## src/rtl/spi_ram_pkg.sv

```systemverilog
// Shared definitions for the SPI RAM command consumer: frame layout and
// command encodings, plus small helpers to split a frame into its fields.
package spi_ram_pkg;

    localparam int FRAME_W   = 10;
    localparam int CMD_W     = 2;
    localparam int PAYLOAD_W = 8;

    localparam logic [CMD_W-1:0] CMD_WR_ADDR = 2'b00;
    localparam logic [CMD_W-1:0] CMD_WR_DATA = 2'b01;
    localparam logic [CMD_W-1:0] CMD_RD_ADDR = 2'b10;
    localparam logic [CMD_W-1:0] CMD_RD_DATA = 2'b11;

    function automatic logic [CMD_W-1:0] frame_cmd(input logic [FRAME_W-1:0] frame);
        return frame[FRAME_W-1 -: CMD_W];
    endfunction

    function automatic logic [PAYLOAD_W-1:0] frame_payload(input logic [FRAME_W-1:0] frame);
        return frame[PAYLOAD_W-1:0];
    endfunction

endpackage

```

## src/rtl/spi_ram_ctrl_sp_ram.sv

```systemverilog
// Single-port synchronous RAM: write on we_i, registered read of addr_i
// every cycle. The read port returns the contents before any same-cycle write.
module sp_ram #(
    parameter int MEM_DEPTH = 256,
    parameter int ADDR_SIZE = 8,
    parameter int DATA_W    = 8
) (
    input  logic                 clk,
    input  logic                 we_i,
    input  logic [ADDR_SIZE-1:0] addr_i,
    input  logic [DATA_W-1:0]    wdata_i,
    output logic [DATA_W-1:0]    rdata_o
);

    logic [DATA_W-1:0] mem_q [MEM_DEPTH];

    // Write port and registered read port share one address.
    // NOTE: the array has no reset; resetting a memory turns it into a huge
    // flop bank instead of a RAM macro, and the contents are undefined anyway.
    always_ff @(posedge clk) begin
        if (we_i) begin
            mem_q[addr_i] <= wdata_i;
        end
        rdata_o <= mem_q[addr_i];
    end

endmodule

```

## src/rtl/spi_ram_ctrl.sv

```systemverilog
// Command consumer behind the SPI slave. Each rising edge of rx_valid accepts
// one 10-bit frame; the top two bits select write-address, write-data,
// read-address or read-data against an on-chip RAM. Read data is returned on
// dout/tx_valid one cycle after the read is accepted and held until the next
// accepted frame.
module spi_ram_ctrl
    import spi_ram_pkg::*;
#(
    parameter int MEM_DEPTH = 256,
    parameter int ADDR_SIZE = 8,
    parameter int DATA_W    = 8,
    parameter bit AUTO_INC  = 1'b0
) (
    input  logic               clk,
    input  logic               rst_n,
    input  logic [FRAME_W-1:0] din,
    input  logic               rx_valid,
    output logic [DATA_W-1:0]  dout,
    output logic               tx_valid,
    output logic               seq_err
);

    logic                 rx_valid_q;
    logic [ADDR_SIZE-1:0] wr_addr_q, wr_addr_d;
    logic [ADDR_SIZE-1:0] rd_addr_q, rd_addr_d;
    logic                 rd_armed_q, rd_armed_d;
    logic                 seq_err_q, seq_err_d;
    logic                 rd_pend_q, rd_pend_d;
    logic [DATA_W-1:0]    dout_q, dout_d;
    logic                 tx_valid_q, tx_valid_d;

    logic                 accept;
    logic [CMD_W-1:0]     cmd;
    logic [PAYLOAD_W-1:0] payload;
    logic [ADDR_SIZE-1:0] payload_addr;
    logic                 ram_we;
    logic [ADDR_SIZE-1:0] ram_addr;
    logic [DATA_W-1:0]    ram_rdata;

    // A held rx_valid is one frame; only its rising edge is a command.
    assign accept       = rx_valid && !rx_valid_q;
    assign cmd          = frame_cmd(din);
    assign payload      = frame_payload(din);
    assign payload_addr = payload[ADDR_SIZE-1:0];

    // The RAM port serves the write address during a data write and the read
    // address otherwise, so a read-data accept samples the pre-increment rd_addr.
    assign ram_we   = accept && (cmd == CMD_WR_DATA);
    assign ram_addr = ram_we ? wr_addr_q : rd_addr_q;

    sp_ram #(
        .MEM_DEPTH (MEM_DEPTH),
        .ADDR_SIZE (ADDR_SIZE),
        .DATA_W    (DATA_W)
    ) u_ram (
        .clk     (clk),
        .we_i    (ram_we),
        .addr_i  (ram_addr),
        .wdata_i (DATA_W'(payload)),
        .rdata_o (ram_rdata)
    );

    // Next-state decode for the address registers, read sequencing and outputs.
    // NOTE: every target gets a default before any branch, so no path leaves a
    // value unassigned and no latch is inferred.
    always_comb begin
        wr_addr_d  = wr_addr_q;
        rd_addr_d  = rd_addr_q;
        rd_armed_d = rd_armed_q;
        seq_err_d  = seq_err_q;
        rd_pend_d  = 1'b0;
        dout_d     = dout_q;
        tx_valid_d = tx_valid_q;

        // RAM data registered on the accept edge is presented one edge later.
        if (rd_pend_q) begin
            dout_d     = ram_rdata;
            tx_valid_d = 1'b1;
        end

        if (accept) begin
            tx_valid_d = 1'b0;
            unique case (cmd)
                CMD_WR_ADDR: begin
                    wr_addr_d = payload_addr;
                end
                CMD_WR_DATA: begin
                    if (AUTO_INC) begin
                        wr_addr_d = wr_addr_q + ADDR_SIZE'(1);
                    end
                end
                CMD_RD_ADDR: begin
                    rd_addr_d  = payload_addr;
                    rd_armed_d = 1'b1;
                    seq_err_d  = 1'b0;
                end
                CMD_RD_DATA: begin
                    rd_pend_d  = 1'b1;
                    rd_armed_d = 1'b0;
                    if (AUTO_INC) begin
                        rd_addr_d = rd_addr_q + ADDR_SIZE'(1);
                    end else if (!rd_armed_q) begin
                        seq_err_d = 1'b1;
                    end
                end
            endcase
        end
    end

    // State registers; everything clears at once when rst_n drops.
    // NOTE: sequential state uses non-blocking assignments so every register
    // samples the pre-edge values regardless of statement order.
    always_ff @(posedge clk or negedge rst_n) begin
        if (!rst_n) begin
            rx_valid_q <= 1'b0;
            wr_addr_q  <= '0;
            rd_addr_q  <= '0;
            rd_armed_q <= 1'b0;
            seq_err_q  <= 1'b0;
            rd_pend_q  <= 1'b0;
            dout_q     <= '0;
            tx_valid_q <= 1'b0;
        end else begin
            rx_valid_q <= rx_valid;
            wr_addr_q  <= wr_addr_d;
            rd_addr_q  <= rd_addr_d;
            rd_armed_q <= rd_armed_d;
            seq_err_q  <= seq_err_d;
            rd_pend_q  <= rd_pend_d;
            dout_q     <= dout_d;
            tx_valid_q <= tx_valid_d;
        end
    end

    assign dout     = dout_q;
    assign tx_valid = tx_valid_q;
    assign seq_err  = seq_err_q;

endmodule

```

## config.mk

```make
export PLATFORM = sky130hd
export DESIGN_NAME = spi_ram_ctrl
export DESIGN_NICKNAME = d
export VERILOG_FILES = /design/src/rtl/spi_ram_pkg.sv /design/src/rtl/spi_ram_ctrl_sp_ram.sv /design/src/rtl/spi_ram_ctrl.sv
export SDC_FILE = /design/constraint.sdc
export NUM_CORES = 2
export LEC_CHECK = 0
export ABC_AREA = 1
export BUFFER_PORTS_ARGS = -buffer_cell sky130_fd_sc_hd__buf_4
export CORE_ASPECT_RATIO = 0.8
export CORE_MARGIN = 2
export CORE_UTILIZATION = 51
export CTS_CLUSTER_DIAMETER = 150
export DETAILED_ROUTE_END_ITERATION = 16
export GPL_TIMING_DRIVEN = 0
export PLACE_DENSITY = 0.71
export SLEW_MARGIN = 20
export SYNTH_ARGS = -nofsm -noshare
export SYNTH_HDL_FRONTEND = slang
export SYNTH_HIERARCHICAL = 1
export SYNTH_SLANG_ARGS = --single-unit
```

## constraint.sdc

```tcl
create_clock -name clk -period 3.2 [get_ports clk]
set_clock_uncertainty 0.15 [all_clocks]
set_input_delay 0.16 -clock clk [delete_from_list [all_inputs] [get_ports clk]]
set_output_delay 0.16 -clock clk [all_outputs]
set_load 0.02 [all_outputs]
```

==> impl_metrics.json <==
{
  "yosysUniqueCellTypes": 25,
  "synth_top_area_share_pct": 71.40,
  "cts.htree.levels": 4,
  "status": "complete, but fails checks",
  "vdd_drop_max_mv": 0.6310,
  "num_rows": 134,
  "core_area_um2": 167300,
  "grt_max_degree": 110,
  "cts_buffers": 194,
  "max_cap_violations": 0,
  "synth_fp_nets": 8179,
  "rsz0062_at_grt": "yes",
  "synthCells": 8166,
  "insertion_delay_ns": 0.86,
  "synth_area_leader_cell": "edfxtp_1",
  "die_area_um2": 172200,
  "drt-initial-drc-count": 9337,
  "fin_cells": 10900,
  "yosysMostFrequentCell": "nand2_1",
  "num-nets-final": 8506,
  "critical_path.slowest_cell": "dfrtp_2",
  "drc": 0,
  "path_class": "register to register",
  "min_period_ns": 3.379,
  "drt-total-wl_mm": 264.0,
  "cts.sinks": 2085,
  "yosysSeqAreaShare_pct": 72.42,
  "avgRoutedWirePerCell_um": 24.22,
  "worstPathCellList": "nor2_8, nand2_8, clkinv_8, nand2_1, nand2_4, buf_12, buf_4, clkbuf_4, nand2_1, nand2_1, nand2_1, nand2_1, nand2_1, nand2_1, o21ai_0, nand2_1, nor2_1, nor2_1, nor2_1, nand2_2",
  "drive_gt1_share_pct": 14.34,
  "setup_viol": 57,
  "synth_common_cells": "4838 x nand2_1, 2048 x edfxtp_1, 365 x nor2_1, 188 x nand3_1, 183 x buf_2",
  "avgSynthCellArea_um2": 10.55,
  "clockRootBuffer": "clkbuf_16",
  "violations": "setup timing",
  "hp-class": "input port to register",
  "antenna_found_initial": 13,
  "routed.top_layer": "met5",
  "p_leak_nw": 39.76,
  "setup_slack_ns": -0.1795,
  "grt_pass1_wl_mm": 377.8,
  "avgViaCountPerCell": 5.688,
  "dieWidth_um": 463.5,
  "critPathTopFamily": "simple AND/OR/NAND/NOR gates",
  "dp_slack_ns": -1.634,
  "grt_pass1_vias": 56550,
  "ant_nets": 0,
  "crit_required_ns": 3.81,
  "drt-pass1-iter-count": 7,
  "cpMostUsedCell": "nand2_1",
  "timing.final.crit_share_pct": 105.6,
  "syn2layout_area_growth_pct": 17.20,
  "async_flop_share_pct": 1.391,
  "max_freq_mhz": 295.9,
  "cp_max_fo": 11,
  "fp.dieH_um": 371.6,
  "slew_headroom_pct": 44.68,
  "port_buffers": 22,
  "slew_violations": 0,
  "routed-via-count": 62000,
  "io-pin-count": 23,
  "cp.arrival_ns": 3.99,
  "cts_buffer_depth": 3,
  "cp_num_buf_inv": 4,
  "dr_wl_met2_mm": 111.8,
  "grt_use_total_pct": 30.19,
  "syn_area_um2": 86140,
  "tritoncts": "yes",
  "synth_area_leaders": "edfxtp_1 71%, nand2_1 21%, nor2_1 1.6%",
  "synth-seq-cells": 2085,
  "gp_congestion": 1.057,
  "endpoint_kind": "register",
  "wl_met3_mm": 37.42,
  "overflow": 0,
  "ys.flop_type": "edfxtp_1",
  "startpoint_type": "register",
  "synth-edff-count": 2048,
  "power_density_nw_per_um2": 653.0,
  "dpl.cell_count": 10450,
  "clk_pin_slew_ns": 0.06,
  "met1Wirelength_mm": 101.2,
  "tightest_slew_ns": 0.8299,
  "hold_viol": 0,
  "yosysWarnings": 6,
  "fillers": 13050,
  "start_util_pct": 51.48,
  "dp_hpwl_mm": 175.5,
  "worst_path_largest_cell_delay_ns": 0.44
}
## kinds of logic (layout without fill, tap and decap cells)
group / after synthesis / after routing / synth area share, %
DFF: 2085 / 2085 / 72.42
and+or+nand+nor: 5401 / 5401 / 23.89
buffers and inverters: 470 / 951 / 2.430
other: 0 / 9 / 0
AOI/OAI and AO/OA: 210 / 210 / 1.255
## per-stage QoR
step | hold slack (ns) | cell area (um2) | setup TNS [ns] | utilization, % | total power, mW
finish | 0.03434 | 101000 | -1.566 | 60.34 | 65.92
global route | 0.05731 | 100900 | -3.514 | 60.33 | 67.82
CTS | 0.0005987 | 99930 | -1.123 | 59.72 | 65.09
detailed placement | 0.009351 | 89650 | -2425.35 | 53.58 | 42.07
global placement | 0.01179 | 89110 | -2671.79 | 53.26 | 41.91
floorplan | -0.2856 | 86140 | 0 | - | 37.03
## where the power goes
group	leakage, nW	switching (mW)	internal [mW]	total [mW]
Clock	3.00	10.1	12.5	22.6
Sequential	18.8	0.0689	30.1	30.2
Combinational	17.9	9.88	3.23	13.1
## repair_timing
action	4_1_cts	5_1_grt
hold buffers	17	0
pin swaps	49	62
resized for setup	967	306
cloned	13	1
endpoints found under the hold margin	1052	0
endpoints found under the setup margin	2056	1921
setup buffers	39	22
## state kept, by name, indices dropped and copies added, names as in the netlist
signal and flops:
rd_armed_q 1, rd_pend_q 1, wr_addr_q 8, u_ram/mem_q 2048, dout 8, tx_valid 1
seq_err 1, u_ram/rdata_o 8, rx_valid_q 1, rd_addr_q 8
## worst min-delay path: stages
cell           delay [ns]
dlygate4sd3_1        0.53
buf_4                0.13
nand4_1              0.10
nand2_1              0.07
## layer usage
| metal | up-vias | global-route usage (%) |
|---|---|---|
| met2 | 4021 | 43.66 |
| met3 | 619 | 8.522 |
| li1 | 27540 | - |
| met1 | 29810 | 42.51 |
| met5 | - | 0 |
| met4 | 10 | 13.98 |
## path summary, 6_finish.rpt
check                      slack [ns]  cells past startpoint                to        startpoint
setup / recovery                -0.18                     20  u_ram/rdata_o[4]        rx_valid_q
hold / removal                   0.03                      4           seq_err            din[9]
setup reg to reg                -0.18                     20  u_ram/rdata_o[4]        rx_valid_q
hold reg to reg                  0.28                      2           dout[2]  u_ram/rdata_o[2]
max in group asynchronous        2.46                      4           dout[1]             rst_n
min in group asynchronous        0.22                      4           seq_err             rst_n
## cell usage in the layout, fill, tap and decap left out, types with 31 or more instances in the layout
master / instances
a21oi_1: 31
buf_12: 45
buf_2: 143
buf_4: 87
clkbuf_1: 69
clkbuf_16: 207
clkbuf_2: 88
clkbuf_4: 39
clkinv_1: 51
clkinv_2: 37
edfxtp_1: 2048
inv_1: 35
nand2_1: 4714
nand2_2: 91
nand3_1: 179
nor2_1: 76
nor2_4: 261
o21ai_1: 116
## final cells by class
| cell class | count | area, um2 | share of cell area, % |
|---|---|---|---|
| inverter | 50 | 240.2 | 0.2380 |
| timing repair buffer | 131 | 1997 | 1.978 |
| tap | 2244 | 2808 | 2.781 |
| clock buffer | 226 | 5047 | 4.999 |
| multi-input combinational | 5611 | 24470 | 24.24 |
| sequential | 2085 | 62390 | 61.79 |
| buffer | 420 | 2914 | 2.886 |
| clock inverter | 124 | 1072 | 1.062 |
| antenna | 9 | 22.52 | 0.02231 |
Power figures use the tool's default switching activity.
